--- src/rtl/pipTypes.sv ---
// Types shared across the issue-queue pipeline. The buffer stores iq_entry_t
// by default. Slot indices are sized for the default queue depth.
package pipTypes;

   typedef struct packed {
      logic [7:0]  tag;
      logic [15:0] data;
   } iq_entry_t;

   localparam int IQ_DEPTH = 16;
   typedef logic [$clog2(IQ_DEPTH)-1:0] iq_slot_t;

endpackage

--- src/rtl/tagged_circ_buf_pkg.sv ---
// Default geometry and small helpers for the tagged circular buffer.
package tagged_circ_buf_pkg;

   localparam int DEF_DEPTH        = 16;
   localparam int DEF_INS_COUNT    = 4;
   localparam int DEF_EXT_COUNT    = 4;
   localparam int DEF_AFULL_THRESH = 12;

   function automatic int unsigned min_u(input int unsigned a, input int unsigned b);
      return (a < b) ? a : b;
   endfunction

endpackage

--- src/rtl/tagged_circ_buf_if.sv ---
// Producer/consumer bundle for tagged_circ_buf. The master side drives
// requests. The slave side is the buffer.
interface tagged_circ_buf_if #(
   parameter type T         = pipTypes::iq_entry_t,
   parameter int  DEPTH     = tagged_circ_buf_pkg::DEF_DEPTH,
   parameter int  INS_COUNT = tagged_circ_buf_pkg::DEF_INS_COUNT,
   parameter int  EXT_COUNT = tagged_circ_buf_pkg::DEF_EXT_COUNT
);
   localparam int PW  = $clog2(DEPTH);
   localparam int ICW = $clog2(INS_COUNT + 1);
   localparam int ECW = $clog2(EXT_COUNT + 1);

   // Handshake: the producer offers ins_count lanes and the buffer answers
   // with ins_accepted in the same cycle. Lanes at or above ins_accepted
   // must be offered again. The consumer sees ext_valid[i] for each live
   // lane, and ext_count lanes leave at the edge. Over-requests are clipped.
   logic [ICW-1:0]       ins_count;
   T                     ins_elements [INS_COUNT];
   logic [ICW-1:0]       ins_accepted;
   logic [PW-1:0]        ins_slot     [INS_COUNT];
   logic [ECW-1:0]       ext_count;
   logic [EXT_COUNT-1:0] ext_valid;
   T                     ext_elements [EXT_COUNT];
   logic [PW-1:0]        ext_slot     [EXT_COUNT];
   logic                 flush;
   logic                 pflush;
   logic [PW-1:0]        pflush_slot;
   logic [PW:0]          used_count;
   logic [PW:0]          free_count;
   logic                 empty;
   logic                 full;
   logic                 almost_full;

   modport master (
      output ins_count, ins_elements, ext_count, flush, pflush, pflush_slot,
      input  ins_accepted, ins_slot, ext_valid, ext_elements, ext_slot,
             used_count, free_count, empty, full, almost_full
   );

   modport slave (
      input  ins_count, ins_elements, ext_count, flush, pflush, pflush_slot,
      output ins_accepted, ins_slot, ext_valid, ext_elements, ext_slot,
             used_count, free_count, empty, full, almost_full
   );

endinterface

--- src/rtl/tagged_circ_buf.sv ---
// Multi-lane circular buffer with slot tags, supporting full and partial flush.
// Bit i of ext_valid corresponds to lane i, and lane 0 is the oldest entry.
module tagged_circ_buf
   import tagged_circ_buf_pkg::*;
#(
   parameter type T            = pipTypes::iq_entry_t,
   parameter int  DEPTH        = DEF_DEPTH,
   parameter int  INS_COUNT    = DEF_INS_COUNT,
   parameter int  EXT_COUNT    = DEF_EXT_COUNT,
   parameter int  AFULL_THRESH = DEF_AFULL_THRESH
) (
   input  logic             clock,
   input  logic             reset,
   tagged_circ_buf_if.slave bus
);
   localparam int PW  = $clog2(DEPTH);
   localparam int ICW = $clog2(INS_COUNT + 1);
   localparam int CW  = PW + 1;

   logic [PW-1:0] head_q, tail_q;
   logic [CW-1:0] used_q;
   T              mem_q [DEPTH];

   logic [CW-1:0] free_w, ins_acc_w, ext_eff_w, used_n, pf_dist_w;
   logic [PW-1:0] head_n, tail_n, pf_dist;
   logic          pf_hit;

   always_comb begin
      free_w    = CW'(DEPTH) - used_q;
      ext_eff_w = CW'(min_u(32'(bus.ext_count), 32'(used_q)));
      ins_acc_w = (bus.flush || bus.pflush) ? '0
                  : CW'(min_u(32'(bus.ins_count), 32'(free_w)));

      // Distance from head to the pflush slot is the number of entries
      // older than that slot. Only a slot inside the live window counts.
      pf_dist   = bus.pflush_slot - head_q;
      pf_dist_w = {1'b0, pf_dist};
      pf_hit    = bus.pflush && (pf_dist_w < used_q);

      head_n = head_q + PW'(ext_eff_w);
      tail_n = tail_q + PW'(ins_acc_w);
      used_n = used_q + ins_acc_w - ext_eff_w;
      if (pf_hit) begin
         if (ext_eff_w > pf_dist_w) begin
            tail_n = head_n;
            used_n = '0;
         end else begin
            tail_n = bus.pflush_slot;
            used_n = pf_dist_w - ext_eff_w;
         end
      end
   end

   always_ff @(posedge clock) begin
      if (reset || bus.flush) begin
         head_q <= '0;
         tail_q <= '0;
         used_q <= '0;
      end else begin
         head_q <= head_n;
         tail_q <= tail_n;
         used_q <= used_n;
      end
   end

   // Storage is not reset. Only slots inside [head, head+used) are observable.
   always_ff @(posedge clock) begin
      if (!reset) begin
         for (int i = 0; i < INS_COUNT; i++) begin
            if (CW'(i) < ins_acc_w) mem_q[tail_q + PW'(i)] <= bus.ins_elements[i];
         end
      end
   end

   always_comb begin
      bus.ins_accepted = ICW'(ins_acc_w);
      bus.used_count   = used_q;
      bus.free_count   = free_w;
      bus.empty        = (used_q == '0);
      bus.full         = (used_q == CW'(DEPTH));
      bus.almost_full  = (used_q >= CW'(AFULL_THRESH));
      for (int i = 0; i < INS_COUNT; i++) begin
         bus.ins_slot[i] = tail_q + PW'(i);
      end
      for (int i = 0; i < EXT_COUNT; i++) begin
         bus.ext_slot[i]     = head_q + PW'(i);
         bus.ext_elements[i] = mem_q[head_q + PW'(i)];
         bus.ext_valid[i]    = (CW'(i) < used_q);
      end
   end

endmodule

--- src/flat_wrapper.sv ---
// flat-port wrapper written by rule: the top's interface ports become plain ports
module tagged_circ_buf_flat import tagged_circ_buf_pkg::*;
#(
   parameter type T            = pipTypes::iq_entry_t,
   parameter int  DEPTH        = DEF_DEPTH,
   parameter int  INS_COUNT    = DEF_INS_COUNT,
   parameter int  EXT_COUNT    = DEF_EXT_COUNT,
   parameter int  AFULL_THRESH = DEF_AFULL_THRESH
)
  (clock, reset, bus_ins_count, bus_ins_elements, bus_ext_count, bus_flush, bus_pflush, bus_pflush_slot, bus_ins_accepted, bus_ins_slot, bus_ext_valid, bus_ext_elements, bus_ext_slot, bus_used_count, bus_free_count, bus_empty, bus_full, bus_almost_full);
  tagged_circ_buf_if #(.T(T), .DEPTH(DEPTH), .INS_COUNT(INS_COUNT), .EXT_COUNT(EXT_COUNT)) bus_i ();
  input  logic clock;
  input  logic reset;
  input wire logic [$bits(bus_i.ins_count)-1:0] bus_ins_count;
  input wire logic [$bits(bus_i.ins_elements)-1:0] bus_ins_elements;
  input wire logic [$bits(bus_i.ext_count)-1:0] bus_ext_count;
  input wire logic [$bits(bus_i.flush)-1:0] bus_flush;
  input wire logic [$bits(bus_i.pflush)-1:0] bus_pflush;
  input wire logic [$bits(bus_i.pflush_slot)-1:0] bus_pflush_slot;
  output wire logic [$bits(bus_i.ins_accepted)-1:0] bus_ins_accepted;
  output wire logic [$bits(bus_i.ins_slot)-1:0] bus_ins_slot;
  output wire logic [$bits(bus_i.ext_valid)-1:0] bus_ext_valid;
  output wire logic [$bits(bus_i.ext_elements)-1:0] bus_ext_elements;
  output wire logic [$bits(bus_i.ext_slot)-1:0] bus_ext_slot;
  output wire logic [$bits(bus_i.used_count)-1:0] bus_used_count;
  output wire logic [$bits(bus_i.free_count)-1:0] bus_free_count;
  output wire logic [$bits(bus_i.empty)-1:0] bus_empty;
  output wire logic [$bits(bus_i.full)-1:0] bus_full;
  output wire logic [$bits(bus_i.almost_full)-1:0] bus_almost_full;
  assign bus_i.ins_count = bus_ins_count;
  assign bus_i.ins_elements = {>>{bus_ins_elements}};
  assign bus_i.ext_count = bus_ext_count;
  assign bus_i.flush = bus_flush;
  assign bus_i.pflush = bus_pflush;
  assign bus_i.pflush_slot = bus_pflush_slot;
  assign bus_ins_accepted = bus_i.ins_accepted;
  assign bus_ins_slot = {>>{bus_i.ins_slot}};
  assign bus_ext_valid = bus_i.ext_valid;
  assign bus_ext_elements = {>>{bus_i.ext_elements}};
  assign bus_ext_slot = {>>{bus_i.ext_slot}};
  assign bus_used_count = bus_i.used_count;
  assign bus_free_count = bus_i.free_count;
  assign bus_empty = bus_i.empty;
  assign bus_full = bus_i.full;
  assign bus_almost_full = bus_i.almost_full;
  tagged_circ_buf #(.T(T), .DEPTH(DEPTH), .INS_COUNT(INS_COUNT), .EXT_COUNT(EXT_COUNT), .AFULL_THRESH(AFULL_THRESH)) u_core (.clock(clock), .reset(reset), .bus(bus_i));
endmodule
--- config.mk ---
export PLATFORM = sky130hd
export DESIGN_NAME = tagged_circ_buf_flat
export DESIGN_NICKNAME = d
export VERILOG_FILES = /design/src/rtl/pipTypes.sv /design/src/rtl/tagged_circ_buf_pkg.sv /design/src/rtl/tagged_circ_buf_if.sv /design/src/rtl/tagged_circ_buf.sv /design/src/flat_wrapper.sv
export SDC_FILE = /design/constraint.sdc
export NUM_CORES = 2
export LEC_CHECK = 0
export CORE_ASPECT_RATIO = 1.25
export CORE_MARGIN = 1.5
export CORE_UTILIZATION = 45
export CTS_BUF_LIST = sky130_fd_sc_hd__clkbuf_16
export DETAILED_ROUTE_END_ITERATION = 8
export GPL_TIMING_DRIVEN = 0
export PLACE_DENSITY = 0.66
export SETUP_SLACK_MARGIN = 0.3
export SYNTH_ARGS = -nofsm -noshare
export SYNTH_HDL_FRONTEND = slang
export SYNTH_SLANG_ARGS = --single-unit
--- constraint.sdc ---
create_clock -name clock -period 13.2 [get_ports clock]
set_input_delay 1.98 -clock clock [delete_from_list [all_inputs] [get_ports clock]]
set_output_delay 1.98 -clock clock [all_outputs]
set_load 0.01 [all_outputs]
==> results.cfg <==
[global_route]
use_met3_pct = 29.6
grt_max_degree = 16
grt_pass1_wl_microns = 303000
grt.busiest_layer = met2
use_met1_pct = 59.1
use_met2_pct = 74.4
antenna_found_initial = 26
grt_use_total_pct = 51.5
grt_pass1_vias = 36000
grt-ovfl-total = 0

[setup_path]
crit_cells = 13
worst-path-buf-inv = 9
cp-start-kind = flip-flop
crit_top_cell = clkbuf_1
slowest_delay_ns = 0.88
worstSetupPathType = flip-flop to output pin
end_kind = output pin
crit_required_ns = 11.22
slowest_stage = clkbuf_1
crit_chain = clkbuf_1 -> clkbuf_1 -> clkbuf_1 -> clkbuf_1 -> inv_1 -> ha_1 -> clkbuf_1 -> clkbuf_1 -> clkbuf_1 -> mux4_2 -> nand2_1 -> a31oi_1 -> clkdlybuf4s50_1
reg2regPathDepth = 15
worstPathArrival_ns = 8.72
critical-path-top-delay-family = buffers and inverters
crit_fanout = 10

[logic_synthesis]
synth.distinct_cells = 68
synth_seq_cells = 397
synthesis.area_sq_mm = 0.0381
postSynth.topFlopCell = edfxtp_1
synthCells = 3510
yosys.area.top_type_share_pct = 30.3
synth-edff-count = 384
yosysSeqAreaShare_pct = 31.0
async_reset_ff_share_pct = 0
ys_warn_count = 0
yosys-top-cells-area = edfxtp_1, mux4_2, mux2i_1
synth_top_area_cell = edfxtp_1
syn_avg_cell_area_sq_um = 10.9

[drt]
finalWirelength_microns = 227000
vias_per_cell = 7.82
antenna_left = 0
via_count = 38700
wl_per_cell_microns = 45.9
initialDrtViolationCount = 7397
dr.pass1.iters = 9
drcViolationCount = 1

[timing]
period_minus_slack_ns = 10.70
finalSetupTns_ns = 0
fin_crit_sh_pct = 81.1
maxSlewHeadroom_pct = -13.9
tightest_slew_ns = 1.69
hold_slack_ns = 0.814
maxSlewViolCount = 33
hold_violations = 0
clock_skew_ns = 0.0203
rsz0062_at_grt = false
fmax_mhz = 93.4
setup_viol = 0

[clocking]
cts_made_buffers = 43
ctsResizeCount = 0
ctsHtreeMaxLevel = 2
root_buffer = clkbuf_16
cts_sinks = 397
postCtsSetupBuffers = 0
clockBufferDepth = 3
tritoncts = done
path_clk_slew_ns = 0.07
clk_latency_ns = 0.64
cts.hold.buffers_added = 0

[final_layout]
fin_util_pct = 52.4
fin_nets = 3982
nFillCells = 7594
post-route-cell-area_sq_mm = 0.0440
multi_input_area_sq_mm = 0.0244
drive_gt1_share_pct = 20.8
area_growth_syn_to_layout_pct = 15.6
stdcell_count = 4954
seq_area_sq_mm = 0.0118

[min_path]
holdCritPathClass = flip-flop to flip-flop
hold_depth = 2

[job]
maxCapViolations = 10

[floorplan]
row_count = 119
start_util_pct = 45.4
core_sq_mm = 0.0840
ios = 258
die-area_sq_mm = 0.0864
die_w_microns = 263
die_h_microns = 328

[status]
outcome = finished, violations left
violations = design-rule violations, max-capacitance violations, max-slew violations

[power_and_ir_drop]
ir_worst_vdd_uv = 156
power_density_mw_per_mm2 = 151
leakage_nw = 15.0

[place]
port_buffers = 222
gp_congestion = 1.09
dp.cells = 4867
placed_area_sq_mm = 0.0426
hpwlAfterDp_microns = 179000
## through the flow
stage | power (mW) | worst slack, ns
after global placement | 5.15 | 0.0989
after detailed placement | 5.20 | 3.71
after floorplan | 3.53 | 6.27
after global routing | 6.68 | 2.94
final | 6.64 | 2.50
after CTS | 6.43 | 3.10
## power by group
group / internal, mW / total (mW) / switching, mW
Clock: 0.671 / 1.27 / 0.595
Sequential: 1.47 / 1.58 / 0.104
Combinational: 1.60 / 3.80 / 2.20
## flip-flops by register name, indices dropped and copies added, names as in the netlist
name	count
u_core.mem_q	384
u_core.bus.used_count	5
u_core.tail_q	4
u_core.head_q	4
## cell type report
class | count | share of cell area, %
Clock buffer | 44 | 2.50
Antenna cell | 6 | 0.0341
Clock inverter | 34 | 0.648
Inverter | 65 | 0.554
Sequential cell | 397 | 26.8
Tap cell | 1089 | 3.10
Buffer | 467 | 4.18
Multi-Input combinational cell | 2582 | 55.5
Timing Repair Buffer | 270 | 6.67
## kinds of logic (layout without fill, tap and decap cells)
group                      count (synthesis)  after routing  share of synthesized area [%]
AOI/OAI and AO/OA                        926            926                           15.8
muxes                                    804            804                           36.5
and+or+nand+nor                          780            780                           9.17
buffers and inverters                    532            880                           5.43
DFF                                      397            397                           31.0
adders and majority gates                 46             46                           1.63
xor gates and xnor gates                  23             23                          0.529
other                                      2              9                         0.0197
## synth_stat cells (all sizes together) (7+ instances only)
cell and instances:
o21ai 429, and2 8, o221a 24, dfxtp 13, a211oi 71, nand4 12
xnor2 13, xor2 10, clkbuf 363, mux2 105, nand2b 10, a21oi 113
a221oi 71, nand3 25, mux4 456, a22o 122, nor3 32, o31ai 14
nand2 312, ha 40, and3 75, mux2i 243, or2 7, inv 63
nor2b 32, nor4 16, buf 104, edfxtp 384, nor2 234, a31oi 54
## worst register-to-register path: cells and delay by family, from the launching register on
kind / cells / cell delay [ns]
compound gates: 5 / 0.75
fa+ha+maj: 2 / 1.09
flops: 1 / 0.83
buf+inv: 7 / 3.65
simple gates: 1 / 0.50
## layout by cell type, fill, tap and decap left out, types with 40 or more instances in the layout
master	netlist	layout
a211oi_1	71	71
a21oi_1	113	113
a221oi_1	52	52
a22o_1	122	122
a31oi_1	54	54
and3_1	75	75
buf_1	66	61
clkbuf_1	363	357
clkbuf_16	0	44
clkdlybuf4s50_1	0	222
edfxtp_1	384	384
ha_1	40	40
inv_1	62	70
mux2_2	105	105
mux2i_1	243	243
mux4_2	456	456
nand2_1	309	309
nor2_1	234	234
o21ai_0	422	419
## routing by layer
metal  routed length (microns)  vias up
li1                          -    14500
met1                     73500    19100
met2                     93800     4063
met3                     41400     1063
met4                     18600       20
met5                       169        -
## path summary, 6_finish.rpt
check              startpoint                  endpoint  slack, ns
max          u_core.head_q[1]      bus_ext_elements[51]       2.50
min          u_core.tail_q[1]          u_core.tail_q[2]       0.81
max reg2reg  u_core.head_q[1]  u_core.bus.used_count[3]       6.23
min reg2reg  u_core.tail_q[1]          u_core.tail_q[2]       0.81
Power figures use the tool's default switching activity.
